**config.mk**
```make
export PLATFORM = sky130hd
export DESIGN_NAME = piso_shift_transmitter
export DESIGN_NICKNAME = d
export VERILOG_FILES = /design/src/rtl/piso_shift_transmitter_pkg.sv /design/src/rtl/piso_shift_transmitter_mod_n_counter.sv /design/src/rtl/piso_shift_transmitter.sv
export SDC_FILE = /design/constraint.sdc
export NUM_CORES = 1
export LEC_CHECK = 0
export BUFFER_PORTS_ARGS = -buffer_cell sky130_fd_sc_hd__clkbuf_2
export CELL_PAD_IN_SITES_DETAIL_PLACEMENT = 2
export CELL_PAD_IN_SITES_GLOBAL_PLACEMENT = 2
export CORE_MARGIN = 10
export CORE_UTILIZATION = 33
export DETAILED_ROUTE_END_ITERATION = 8
export PLACE_DENSITY_LB_ADDON = 0.12
export SYNTH_ARGS = -nofsm -noshare
export SYNTH_HDL_FRONTEND = slang
export SYNTH_HIERARCHICAL = 1
export SYNTH_SLANG_ARGS = --single-unit
export TNS_END_PERCENT = 50
```
**constraint.sdc**
```tcl
create_clock -name clk -period 4.3 [get_ports clk]
set_input_delay 0.86 -clock clk [delete_from_list [all_inputs] [get_ports clk]]
set_output_delay 0.86 -clock clk [all_outputs]
set_load 0.02 [all_outputs]
```
**src/rtl/piso_shift_transmitter_pkg.sv**
```systemverilog
// Shared types and helpers for the parallel-in/serial-out transmitter.
package piso_shift_transmitter_pkg;

  typedef enum logic {
    ST_IDLE  = 1'b0,
    ST_SHIFT = 1'b1
  } state_t;

  // Bit-count width for a modulus; WIDTH is at least 2 so $clog2 never returns 0.
  function automatic int cnt_w(input int width);
    return (width < 2) ? 1 : $clog2(width);
  endfunction

endpackage

```
**src/rtl/piso_shift_transmitter_mod_n_counter.sv**
```systemverilog
// Modulus-MOD up counter with synchronous clear, enable and terminal-count flag.
module mod_n_counter
  import piso_shift_transmitter_pkg::*;
#(
  parameter int MOD = 8,
  localparam int CW = cnt_w(MOD)
) (
  input  logic i_clk,
  input  logic i_rst_n,
  input  logic i_clr,
  input  logic i_en,
  output logic o_tc
);

  logic [CW-1:0] r_cnt;
  logic          w_tc;

  assign w_tc = (r_cnt == CW'(MOD - 1));
  assign o_tc = w_tc;

  always_ff @(posedge i_clk) begin
    if (!i_rst_n) begin
      r_cnt <= '0;
    end else if (i_clr) begin
      r_cnt <= '0;
    end else if (i_en) begin
      r_cnt <= w_tc ? '0 : r_cnt + 1'b1;
    end
  end

endmodule

```
**src/rtl/piso_shift_transmitter.sv**
```systemverilog
// Parallel-in/serial-out transmitter with valid/ready load and zero-gap word streaming.
//
// state    | meaning
// ST_IDLE  | no word in flight, outputs low, ready for a load
// ST_SHIFT | one bit per cycle on sout; reload allowed on the final bit
module piso_shift_transmitter
  import piso_shift_transmitter_pkg::*;
#(
  parameter int WIDTH     = 8,
  parameter bit MSB_FIRST = 1'b1
) (
  input  logic             clk,
  input  logic             rst_n,
  input  logic [WIDTH-1:0] din,
  input  logic             load_valid,
  output logic             load_ready,
  output logic             sout,
  output logic             sout_valid,
  output logic             last,
  output logic             busy
);

  state_t           r_state;
  state_t           w_state_nxt;
  logic [WIDTH-1:0] r_shreg;
  logic [WIDTH-1:0] w_shreg_nxt;
  logic             w_tc;
  logic             w_shifting;
  logic             w_accept;

  assign w_shifting = (r_state == ST_SHIFT);
  assign load_ready = !w_shifting || w_tc;
  assign w_accept   = load_valid && load_ready;

  // Clearing on accept restarts the count for a streamed word; otherwise it wraps at WIDTH-1.
  mod_n_counter #(.MOD(WIDTH)) u_bit_cnt (
    .i_clk   (clk),
    .i_rst_n (rst_n),
    .i_clr   (w_accept || !w_shifting),
    .i_en    (w_shifting),
    .o_tc    (w_tc)
  );

  always_ff @(posedge clk) begin
    if (!rst_n) begin
      r_state <= ST_IDLE;
      r_shreg <= '0;
    end else begin
      r_state <= w_state_nxt;
      r_shreg <= w_shreg_nxt;
    end
  end

  always_comb begin
    w_state_nxt = r_state;
    w_shreg_nxt = r_shreg;
    if (w_accept) begin
      w_state_nxt = ST_SHIFT;
      w_shreg_nxt = din;
    end else if (w_shifting) begin
      if (w_tc) w_state_nxt = ST_IDLE;
      w_shreg_nxt = MSB_FIRST ? {r_shreg[WIDTH-2:0], 1'b0} : {1'b0, r_shreg[WIDTH-1:1]};
    end
  end

  assign sout_valid = w_shifting;
  assign busy       = w_shifting;
  assign last       = w_shifting && w_tc;
  assign sout       = w_shifting && (MSB_FIRST ? r_shreg[WIDTH-1] : r_shreg[0]);

endmodule

```
; ---- Yosys cells after proc, flatten, opt, wreduce, memory -nomap -nowiden
; Index checks and enable logic that the tools add are counted.
[word_totals]
register_bits = 12
out_inout_bits = 5
latchBits = 0
ram_bits = 0
mem_count = 0
mem_bits_ro = 0
word_cells = 20
in_bits = 11
[classes]
n_eq_ne = 1
reduce_logical = 8
n_mul = 0
add_sub_neg = 1
order_cmp = 0
shifts = 0
div_mod_pow = 0
muxes = 6
n_bitwise = 1
[op_table]
columns = cell, n
row1 = $mux W8, 2
row2 = $add A3 B1 Y3 const B, 1
row3 = $eq A3 B3 Y1 const B, 1
row4 = $logic_and A1 B1 Y1, 3
row5 = $mux W1, 3
row6 = $mux W3, 1
row7 = $logic_or A1 B1 Y1, 2
row8 = $reduce_bool A2 Y1, 1
row9 = $reduce_or A2 Y1, 1
row10 = $logic_not A1 Y1, 1
row11 = $not A1 Y1, 1

; ---- Depth between registers and ports, before layout
; Gate-level depths: netlist of the first run.
[logic_depth]
ltp_word = 5
mapped_depth = 9
ltp_nobuf = 8

; ---- Hierarchy
; The synthesis of the first run kept the hierarchy.
[by_module_without_submodules]
columns = module, instances, area_each_um2, seq_area_each_um2, cells_each
row1 = piso_shift_transmitter, 1, 521.8, 180.2, 52
row2 = mod_n_counter, 1, 147.6, 60.1, 14

; ---- Worst setup path after synthesis of the first run
; OpenSTA, ideal clock, no wires.
[synth_path]
kind = reg-to-output
start = register r_state, in the netlist busy
end = output last
path_buffers = 1
setup_slack_ns = 2.400
arrival_ns = 1.040
stages_incl_launch_ff = 3
required_time_ns = 3.440
cell_sequence = dfxtp_1 -> buf_4 -> and2_1
[synth_via]
elab_chain_cells = 1
[synth_rtl]
columns = item, line
row1 = "start, declared", piso_shift_transmitter.sv:23  ; state_t r_state;
row2 = "start signal, assigned", piso_shift_transmitter.sv:49  ; r_state <= w_state_nxt;
row3 = $logic_and A1 B1 Y1, piso_shift_transmitter.sv:68  ; assign last = w_shifting && w_tc;
row4 = "end, declared", piso_shift_transmitter.sv:19  ; output logic last,
; Every way passes these cells.

; ---- Worst setup path in the final report of the first run
[layout_path]
start = register r_state, in the netlist busy
end = output load_ready
[layout_via]
elab_chain_cells = 2
[layout_rtl]
columns = item, line
row1 = $logic_not A1 Y1, piso_shift_transmitter.sv:32  ; assign load_ready = !w_shifting || w_tc;
row2 = $logic_or A1 B1 Y1, piso_shift_transmitter.sv:32
row3 = "end, declared", piso_shift_transmitter.sv:16  ; output logic load_ready,
; Every way passes these cells.

==> results of run 1 <==
critical path, delay by kind of cell (launching register included):
family	cells	cell delay, ns
buffers and inverters	2	0.23
flip-flops	1	0.80
AND/OR/NAND/NOR	1	0.44
path summary, 6_finish.rpt:
kind	from	end	slack (ns)
max	busy$_SDFF_PN0_	load_ready	1.70
min	u_bit_cnt/r_cnt[1]$_SDFFE_PP0P_	u_bit_cnt/r_cnt[1]$_SDFFE_PP0P_	0.48
max reg2reg	busy$_SDFF_PN0_	u_bit_cnt/r_cnt[1]$_SDFFE_PP0P_	2.39
min reg2reg	u_bit_cnt/r_cnt[1]$_SDFFE_PP0P_	u_bit_cnt/r_cnt[1]$_SDFFE_PP0P_	0.48
cell type report:
type                            instances  area [sq um]
Sequential cell                        12           240
Multi-Input combinational cell         49           383
Inverter                                1          8.76
Tap cell                               27          33.8
Clock buffer                            3          22.5
Fill cell                             234          1180
Timing Repair Buffer                   15          75.1
logic make-up (layout without fill, tap and decap cells):
group,count (synthesis),count (layout),share of synthesized area (%)
and+or+nand+nor,20,20,21.7
AOI/OAI and AO/OA,18,18,18.3
DFF,12,12,35.9
muxes,9,9,13.5
buffers and inverters,5,19,6.92
adders and majority gates,2,2,3.74
power groups by stage:
stage	Clock [mW]	Combinational [mW]	Sequential [mW]
2_1_floorplan	0	0.0366	0.125
3_3_place_gp	0	0.0429	0.128
5_1_grt	0.0798	0.0474	0.127
4_1_cts	0.0726	0.0436	0.126
3_5_place_dp	0	0.0435	0.129
6_report	0.0693	0.0425	0.126
cell usage in the layout, fill, tap and decap left out:
cell type   n
clkbuf_2   15
dfxtp_1    12
mux2i_1     9
nand2b_1    9
o21ai_1     8
a21oi_2     8
and2_1      3
clkbuf_4    3
ha_1        2
nor2b_4     1
inv_6       1
nand2_8     1
nand2_1     1
o21a_1      1
nand3_1     1
or2b_1      1
nor2_1      1
or3b_1      1
nand3b_1    1
a21oi_1     1
stage by stage:
step	total power [mW]	setup WS, ns	std cells	area (sq um)
final	0.237	1.70	107	763
after global routing	0.254	1.56	107	763
after CTS	0.242	1.65	107	763
after detailed placement	0.172	1.96	104	741
after global placement	0.171	1.98	104	741
after floorplan	0.162	2.40	66	669
registers in the layout, summed over array words and instances, names as in the netlist:
register / flops
busy: 1
r_shreg: 8
u_bit_cnt/r_cnt: 3
layer usage:
| layer | wire length [um] | part of all wire, % | vias up |
|---|---|---|---|
| li1 | - | - | 254 |
| met1 | 653 | 44 | 239 |
| met2 | 753 | 51 | 9 |
| met3 | 64 | 4.3 | 2 |
| met4 | 13 | 0.88 | 0 |
| met5 | 0 | 0 | - |
==> flow_summary.ini, run 1 <==
[grt]
number_of_antenna_violations_at_the_first_check_in_global_routing = 0
global_route.usage.met2_pct = 12.7
gr-max-usage-layer = met2
grt_max_degree = 20
grt_use_met3_pct = 3.09
global_route.usage.met1_pct = 8.61
track_usage_pct = 7.81
grt-ovfl-total = 0
grt_pass1_wl_um = 2640
number_of_global_route_vias_before_repair = 586

[power_and_ir_drop]
share_clk_of_total_power_pct = 29.2
internal_power_component_mw = 0.170
power_per_cell_area_nw_per_um2 = 311
combinational_group_share_of_total_power_pct = 17.9
worst_ir_drop_on_vdd_mv = 0.141
static-leakage-power_nw = 0.313
netSwitchingPower_mw = 0.0670
power.share.sequential_pct = 52.9
power.switching_fraction_pct = 28.2

[detailed_routing]
routed_via_density = 4.71
post-route-drc-count = 0
drt_wl_total_um = 1480
detail-route-antenna-nets = 0
via_count = 504
first_iter_violations = 8
detailedRoute.firstPassIterationCount = 4
routed_wire_length_per_instance_um = 13.9

[synthesis]
post_synth_main_area_contributors = dfxtp_1, mux2i_1, a21oi_2
synth_cell_types = 20
synth_seq_cells = 12
netlist_area_sq_um = 669
largest_area_contributor_in_the_synthesized_netlist = dfxtp_1
synth_edf_count = 0
synth-main-ff-cell = dfxtp_1
synth-seq-area-share_pct = 35.9
synth_top_area_share_pct = 35.9
synthesis.instances = 66
ys.warnings.count = 6
synth_commonest_cells = dfxtp_1, mux2i_1, nand2b_1
syn-mean-instance-area_sq_um = 10.1
postSynthNetCount = 79
post-synth-top-count-cell = dfxtp_1
synth_async_sr_flop_share_pct = 0

[die]
die_y_um = 65.0
floorplan.core_area_sq_um = 1940
die_area_sq_um = 4230
initial_utilization_pct = 34.5
die_w_um = 65.0
placementRows = 16
num_io_pins = 16

[worst_setup_path]
timing.critical_path.cells = nor2b_4 -> inv_6 -> clkbuf_2
slowest_stage = dfxtp_1
worst-r2r-cell-count = 6
worst_path_largest_cell_delay_ns = 0.80
required_time_at_the_endpoint_of_the_critical_path_ns = 3.44
setup.worst_path.end_class = output pin
worstSetupPathType = register to output pin
arrival_time_at_the_worst_endpoint_ns = 1.74
critical_path.startpoint_type = register
crit_fanout = 19

[final_layout]
area_delta_synth_final_pct = 14.0
number_of_nets_in_the_layout = 95
antennaDiodeCount = 0
final_util_pct = 39.3
post_route_cells_drive_above_1_share_pct = 36.3

[run_status]
run_status = finished clean

[place]
gp_congestion = 0.615
half_perimeter_wire_length_after_detailed_placement_um = 1160
port_buffers = 15

[clock_tree]
cts_buffers = 3
cts_hold_repair.buffers = 0
clk_transition_reported_paths_ns = 0.08
tritoncts = yes
cts_sinks = 12
post_cts_repair_setup_buffers = 0
post_cts_resize_count = 0
cts-root-buf = clkbuf_4
clockBufferDepth = 2
clkLatencyLatePin_ns = 0.27
htree_levels = 1

[timing]
maxClockFrequency_ghz = 0.384
post_route_setup_tns_ns = 0
final_hold_violation_count = 0
final-max-slew-violation-count = 0
grt_setup_unrepaired = no
clock-skew-final_ns = 0.000985
period_minus_slack_ns = 2.60
hold_slack_ns = 0.479
maxSlewHeadroom_pct = 50.7
final_min_period_over_clock_period_pct = 60.6
tightest_slew_ns = 0.738
setup-violations-final = 0

[hold_path]
holdCritPathClass = register to register
worstHoldPathCells = 2

[job]
number_of_violations_of_the_max_capacitance_limit = 0
Power figures use the tool's default switching activity.
==> run 2: changes to the inputs <==
CORE_UTILIZATION = 28   (was 33)
clock period = 2.35 ns   (was 4.3 ns; I/O delays follow)
==> run 2 against run 1 <==
  * Final cell count is 1.9% higher
  * Highest routed layer unchanged
  * Clock power rose by 75%
  * Via count increased by 2.8%
  * Non-clock buffer count grew 1
  * Power is 82% higher
  * Critical endpoint unchanged
  * Die area up 12%
  * Global-route usage down 0.41 points
  * Worst hold slack better by 0.011 ns
  * Clock-buffer cell count unchanged
==> flow_summary.ini, run 2 (synthesis gave the netlist of run 1 again) <==
[run_status]
run_status = finished clean

[clock_tree]
post_cts_resize_count = 0
htree_levels = 1
clockBufferDepth = 2
cts_buffers = 3
cts-root-buf = clkbuf_4
post_cts_repair_setup_buffers = 0
clkLatencyLatePin_ns = 0.26
tritoncts = yes
cts_sinks = 12
clk_transition_reported_paths_ns = 0.07
cts_hold_repair.buffers = 0

[grt]
grt_max_degree = 16
track_usage_pct = 7.39
grt_pass1_wl_um = 2630
grt-ovfl-total = 0
number_of_antenna_violations_at_the_first_check_in_global_routing = 0
number_of_global_route_vias_before_repair = 560

[job]
number_of_violations_of_the_max_capacitance_limit = 0

[worst_setup_path]
timing.critical_path.cells = ha_1 -> ha_1 -> nor2b_4 -> inv_6 -> clkbuf_2
crit_fanout = 9
arrival_time_at_the_worst_endpoint_ns = 1.56
worst-r2r-cell-count = 8
slowest_stage = dfxtp_1
worstSetupPathType = register to output pin
required_time_at_the_endpoint_of_the_critical_path_ns = 1.88
cp_common_cell = ha_1
setup.worst_path.end_class = output pin
worst_path_largest_cell_delay_ns = 0.33
critical_path.startpoint_type = register

[final_layout]
regMostFlops = r_shreg
final_common_cell = clkbuf_2
post_route_cells_drive_above_1_share_pct = 37.0
design_area_sq_um = 772
flip_flop_count_of_the_largest_register_after_layout = 8
number_of_nets_in_the_layout = 96
final_util_pct = 34.2
fillerInstances = 277
final_cell_mix = clkbuf_2, dfxtp_1, mux2i_1, nand2b_1
area_delta_synth_final_pct = 15.3
antennaDiodeCount = 0
final-instance-count-excl-fill = 109

[die]
num_io_pins = 16
placementRows = 17
die_y_um = 68.9
die_area_sq_um = 4750
floorplan.core_area_sq_um = 2250
initial_utilization_pct = 29.7
die_w_um = 68.9

[detailed_routing]
wl_met2_um = 718
routed_via_density = 4.75
via_count = 518
post-route-drc-count = 0
detail-route-antenna-nets = 0
route.top_layer_used = met4
routed_wire_length_per_instance_um = 14.0
first_iter_violations = 10
route.met3.wl_um = 137
met1_wire_length_um = 658
drt_wl_total_um = 1530
detailedRoute.firstPassIterationCount = 3

[power_and_ir_drop]
worst_ir_drop_on_vdd_mv = 0.190
static-leakage-power_nw = 0.318
power_per_cell_area_nw_per_um2 = 558
report.power.total_mw = 0.431

[place]
half_perimeter_wire_length_after_detailed_placement_um = 1200
port_buffers = 15
post_dp_cell_area_sq_um = 749
gp_congestion = 0.647
post-place-cells = 106

[timing]
maxClockFrequency_ghz = 0.493
final_min_period_over_clock_period_pct = 86.2
setup-violations-final = 0
tightest_slew_ns = 0.324
grt_setup_unrepaired = no
maxSlewHeadroom_pct = 78.4
final_hold_violation_count = 0
clock-skew-final_ns = 0.000910
post_route_setup_tns_ns = 0
period_minus_slack_ns = 2.03
final-max-slew-violation-count = 0

[hold_path]
holdCritPathClass = register to register
worstHoldPathCells = 2
## run 2: worst max-delay path: cells and delay by family (launching register included)
| kind | cells | cell delay (ns) |
|---|---|---|
| buffers and inverters | 2 | 0.23 |
| adders and majority gates | 2 | 0.44 |
| and+or+nand+nor | 1 | 0.29 |
| DFF | 1 | 0.33 |
## run 2: metal layers
metal  vias to the layer above  GRT usage (%)
met3                         2           3.70
met5                         -              0
met4                         0           2.96
met2                        10           11.0
met1                       248           8.87
li1                        258              -
## run 2: area by class of cell
type                    count  area, sq um  area share [%]
flip-flops and latches     12          240            31.1
repair buffers             16         82.6            10.7
inverters                   1         8.76            1.13
well taps                  28         35.0            4.54
clock buffers               3         22.5            2.92
multi-input cells          49          383            49.6
## run 2: final timing paths
path                                   start                               to  slack [ns]
max          u_bit_cnt/r_cnt[0]$_SDFFE_PP0P_                       load_ready        0.32
min          u_bit_cnt/r_cnt[1]$_SDFFE_PP0P_  u_bit_cnt/r_cnt[1]$_SDFFE_PP0P_        0.49
max reg2reg  u_bit_cnt/r_cnt[0]$_SDFFE_PP0P_  u_bit_cnt/r_cnt[1]$_SDFFE_PP0P_        0.64
min reg2reg  u_bit_cnt/r_cnt[1]$_SDFFE_PP0P_  u_bit_cnt/r_cnt[1]$_SDFFE_PP0P_        0.49
## run 2: where the power goes
| group | internal, mW | switching, mW |
|---|---|---|
| Sequential | 0.216 | 0.00826 |
| Clock | 0.0591 | 0.0623 |
| Combinational | 0.0377 | 0.0475 |
## run 2: per-stage QoR
step	hold WS, ns	worst slack [ns]
after floorplan	0.450	0.840
after global placement	0.462	0.606
after detailed placement	0.475	0.578
after CTS	0.488	0.276
after global routing	0.522	0.221
final	0.490	0.323
==> run 3: changes to the inputs <==
CORE_UTILIZATION = 33   (was 28)
clock period = 2.6 ns   (was 2.35 ns; I/O delays follow)
==> run 3 against run 2 <==
  * Non-clock buffer count stayed put
  * Flip-flop and latch count stayed put
  * Global-route usage is 0.86 points higher
  * First-iteration DRC count is 40% lower
  * Largest cell class unchanged
  * Sequential power is 10% lower
  * Utilization is 5.5 points higher
  * Worst setup slack better by 0.17 ns
  * Critical endpoint unchanged
==> flow_summary.ini, run 3 (synthesis gave the netlist of run 1 again) <==
[die]
num_io_pins = 16
die_y_um = 65.0
placementRows = 16
initial_utilization_pct = 34.5
floorplan.core_area_sq_um = 1940
die_w_um = 65.0
die_area_sq_um = 4230

[clock_tree]
clkLatencyLatePin_ns = 0.27
clockBufferDepth = 2
clk_transition_reported_paths_ns = 0.08
post_cts_resize_count = 0
cts_hold_repair.buffers = 0
htree_levels = 1
cts-root-buf = clkbuf_4
cts_sinks = 12
cts_buffers = 3
post_cts_repair_setup_buffers = 0
tritoncts = yes

[job]
number_of_violations_of_the_max_capacitance_limit = 0

[grt]
number_of_global_route_vias_before_repair = 581
global_route.usage.met1_pct = 8.99
number_of_antenna_violations_at_the_first_check_in_global_routing = 0
global_route.usage.met2_pct = 14.0
grt-ovfl-total = 0
grt_pass1_wl_um = 2770
grt_max_degree = 19
grt_use_met3_pct = 2.75
gr-max-usage-layer = met2
track_usage_pct = 8.26

[worst_setup_path]
rrSetupSlack_ns = 0.90
critical_path.startpoint_type = register
critPathLaunch = u_bit_cnt/r_cnt[0]$_SDFFE_PP0P_
timing.critical_path.to = load_ready
required_time_at_the_endpoint_of_the_critical_path_ns = 2.08
worstSetupPathType = register to output pin
setup.worst_path.end_class = output pin
rr_endpoint = u_bit_cnt/r_cnt[0]$_SDFFE_PP0P_
worst-r2r-cell-count = 8
r2r_start = u_bit_cnt/r_cnt[0]$_SDFFE_PP0P_
arrival_time_at_the_worst_endpoint_ns = 1.59
crit_fanout = 9

[timing]
tightest_slew_ns = 0.299
final_hold_violation_count = 0
final_min_period_over_clock_period_pct = 81.0
maxClockFrequency_ghz = 0.475
clock-skew-final_ns = 0.00395
period_minus_slack_ns = 2.11
setup-violations-final = 0
final-max-slew-violation-count = 0
grt_setup_unrepaired = no
post_route_setup_tns_ns = 0
maxSlewHeadroom_pct = 80.0

[detailed_routing]
detailedRoute.firstPassIterationCount = 4
routed_wire_length_per_instance_um = 14.3
first_iter_violations = 6
drt_wl_total_um = 1550
post-route-drc-count = 0
detail-route-antenna-nets = 0
routed_via_density = 4.71
via_count = 509

[final_layout]
number_of_nets_in_the_layout = 96
area_delta_synth_final_pct = 15.1
post_route_cells_drive_above_1_share_pct = 37.0
final_common_cell = clkbuf_2
regMostFlops = r_shreg
final_cell_mix = clkbuf_2, dfxtp_1, mux2i_1, nand2b_1
antennaDiodeCount = 0
flip_flop_count_of_the_largest_register_after_layout = 8
final_util_pct = 39.7
fillerInstances = 235

[place]
gp_congestion = 0.650
port_buffers = 15

[run_status]
run_status = finished clean

[power_and_ir_drop]
static-leakage-power_nw = 0.318
power_per_cell_area_nw_per_um2 = 511
worst_ir_drop_on_vdd_mv = 0.211

[hold_path]
holdCritPathClass = register to register
==> run 3: cell counts in the layout (fill, tap and decap cells not counted) <==
No cell type changed its count.
==> run 3: worst min-delay path by stage <==
stage | startpoint | end | slack, ns | cells after the start
2_1_floorplan | u_bit_cnt/r_cnt[1]$_SDFFE_PP0P_ | u_bit_cnt/r_cnt[1]$_SDFFE_PP0P_ | 0.45 | 2
3_3_place_gp | u_bit_cnt/r_cnt[1]$_SDFFE_PP0P_ | u_bit_cnt/r_cnt[1]$_SDFFE_PP0P_ | 0.46 | 2
3_5_place_dp | u_bit_cnt/r_cnt[1]$_SDFFE_PP0P_ | u_bit_cnt/r_cnt[1]$_SDFFE_PP0P_ | 0.47 | 2
4_1_cts | u_bit_cnt/r_cnt[1]$_SDFFE_PP0P_ | u_bit_cnt/r_cnt[1]$_SDFFE_PP0P_ | 0.48 | 2
5_1_grt | u_bit_cnt/r_cnt[1]$_SDFFE_PP0P_ | u_bit_cnt/r_cnt[1]$_SDFFE_PP0P_ | 0.53 | 2
6_report | u_bit_cnt/r_cnt[1]$_SDFFE_PP0P_ | u_bit_cnt/r_cnt[1]$_SDFFE_PP0P_ | 0.48 | 2
==> run 3: power by group <==
group	internal, mW	switching, mW
sequential	0.195	0.00600
clock	0.0535	0.0609
combinational	0.0341	0.0442
==> run 3: layer usage <==
metal / vias to the layer above / wire length (um)
met3: 2 / 76
met5: - / 0
met2: 9 / 777
met1: 241 / 677
li1: 257 / -
met4: 0 / 13
==> run 3: area by class of cell <==
class,instances,area (sq um),share of cell area [%]
clock buffers,3,22.5,2.92
inverters,1,8.76,1.14
multi-input cells,49,383,49.7
flip-flops and latches,12,240,31.2
well taps,27,33.8,4.38
repair buffers,16,82.6,10.7
==> run 3: critical path: stages (launching register included) <==
cell	delay (ns)
dfxtp_1	0.33
ha_1	0.21
ha_1	0.27
nor2b_4	0.28
inv_6	0.06
clkbuf_2	0.16
==> run 3: metrics by stage <==
stage	worst slack (ns)	hold WS, ns	instance area [sq um]	power (mW)	instances
2_1_floorplan	1.04	0.450	669	0.267	66
3_3_place_gp	0.820	0.464	748	0.283	105
3_5_place_dp	0.772	0.469	748	0.286	105
4_1_cts	0.463	0.483	771	0.403	108
5_1_grt	0.384	0.525	771	0.424	108
6_report	0.495	0.478	771	0.394	108
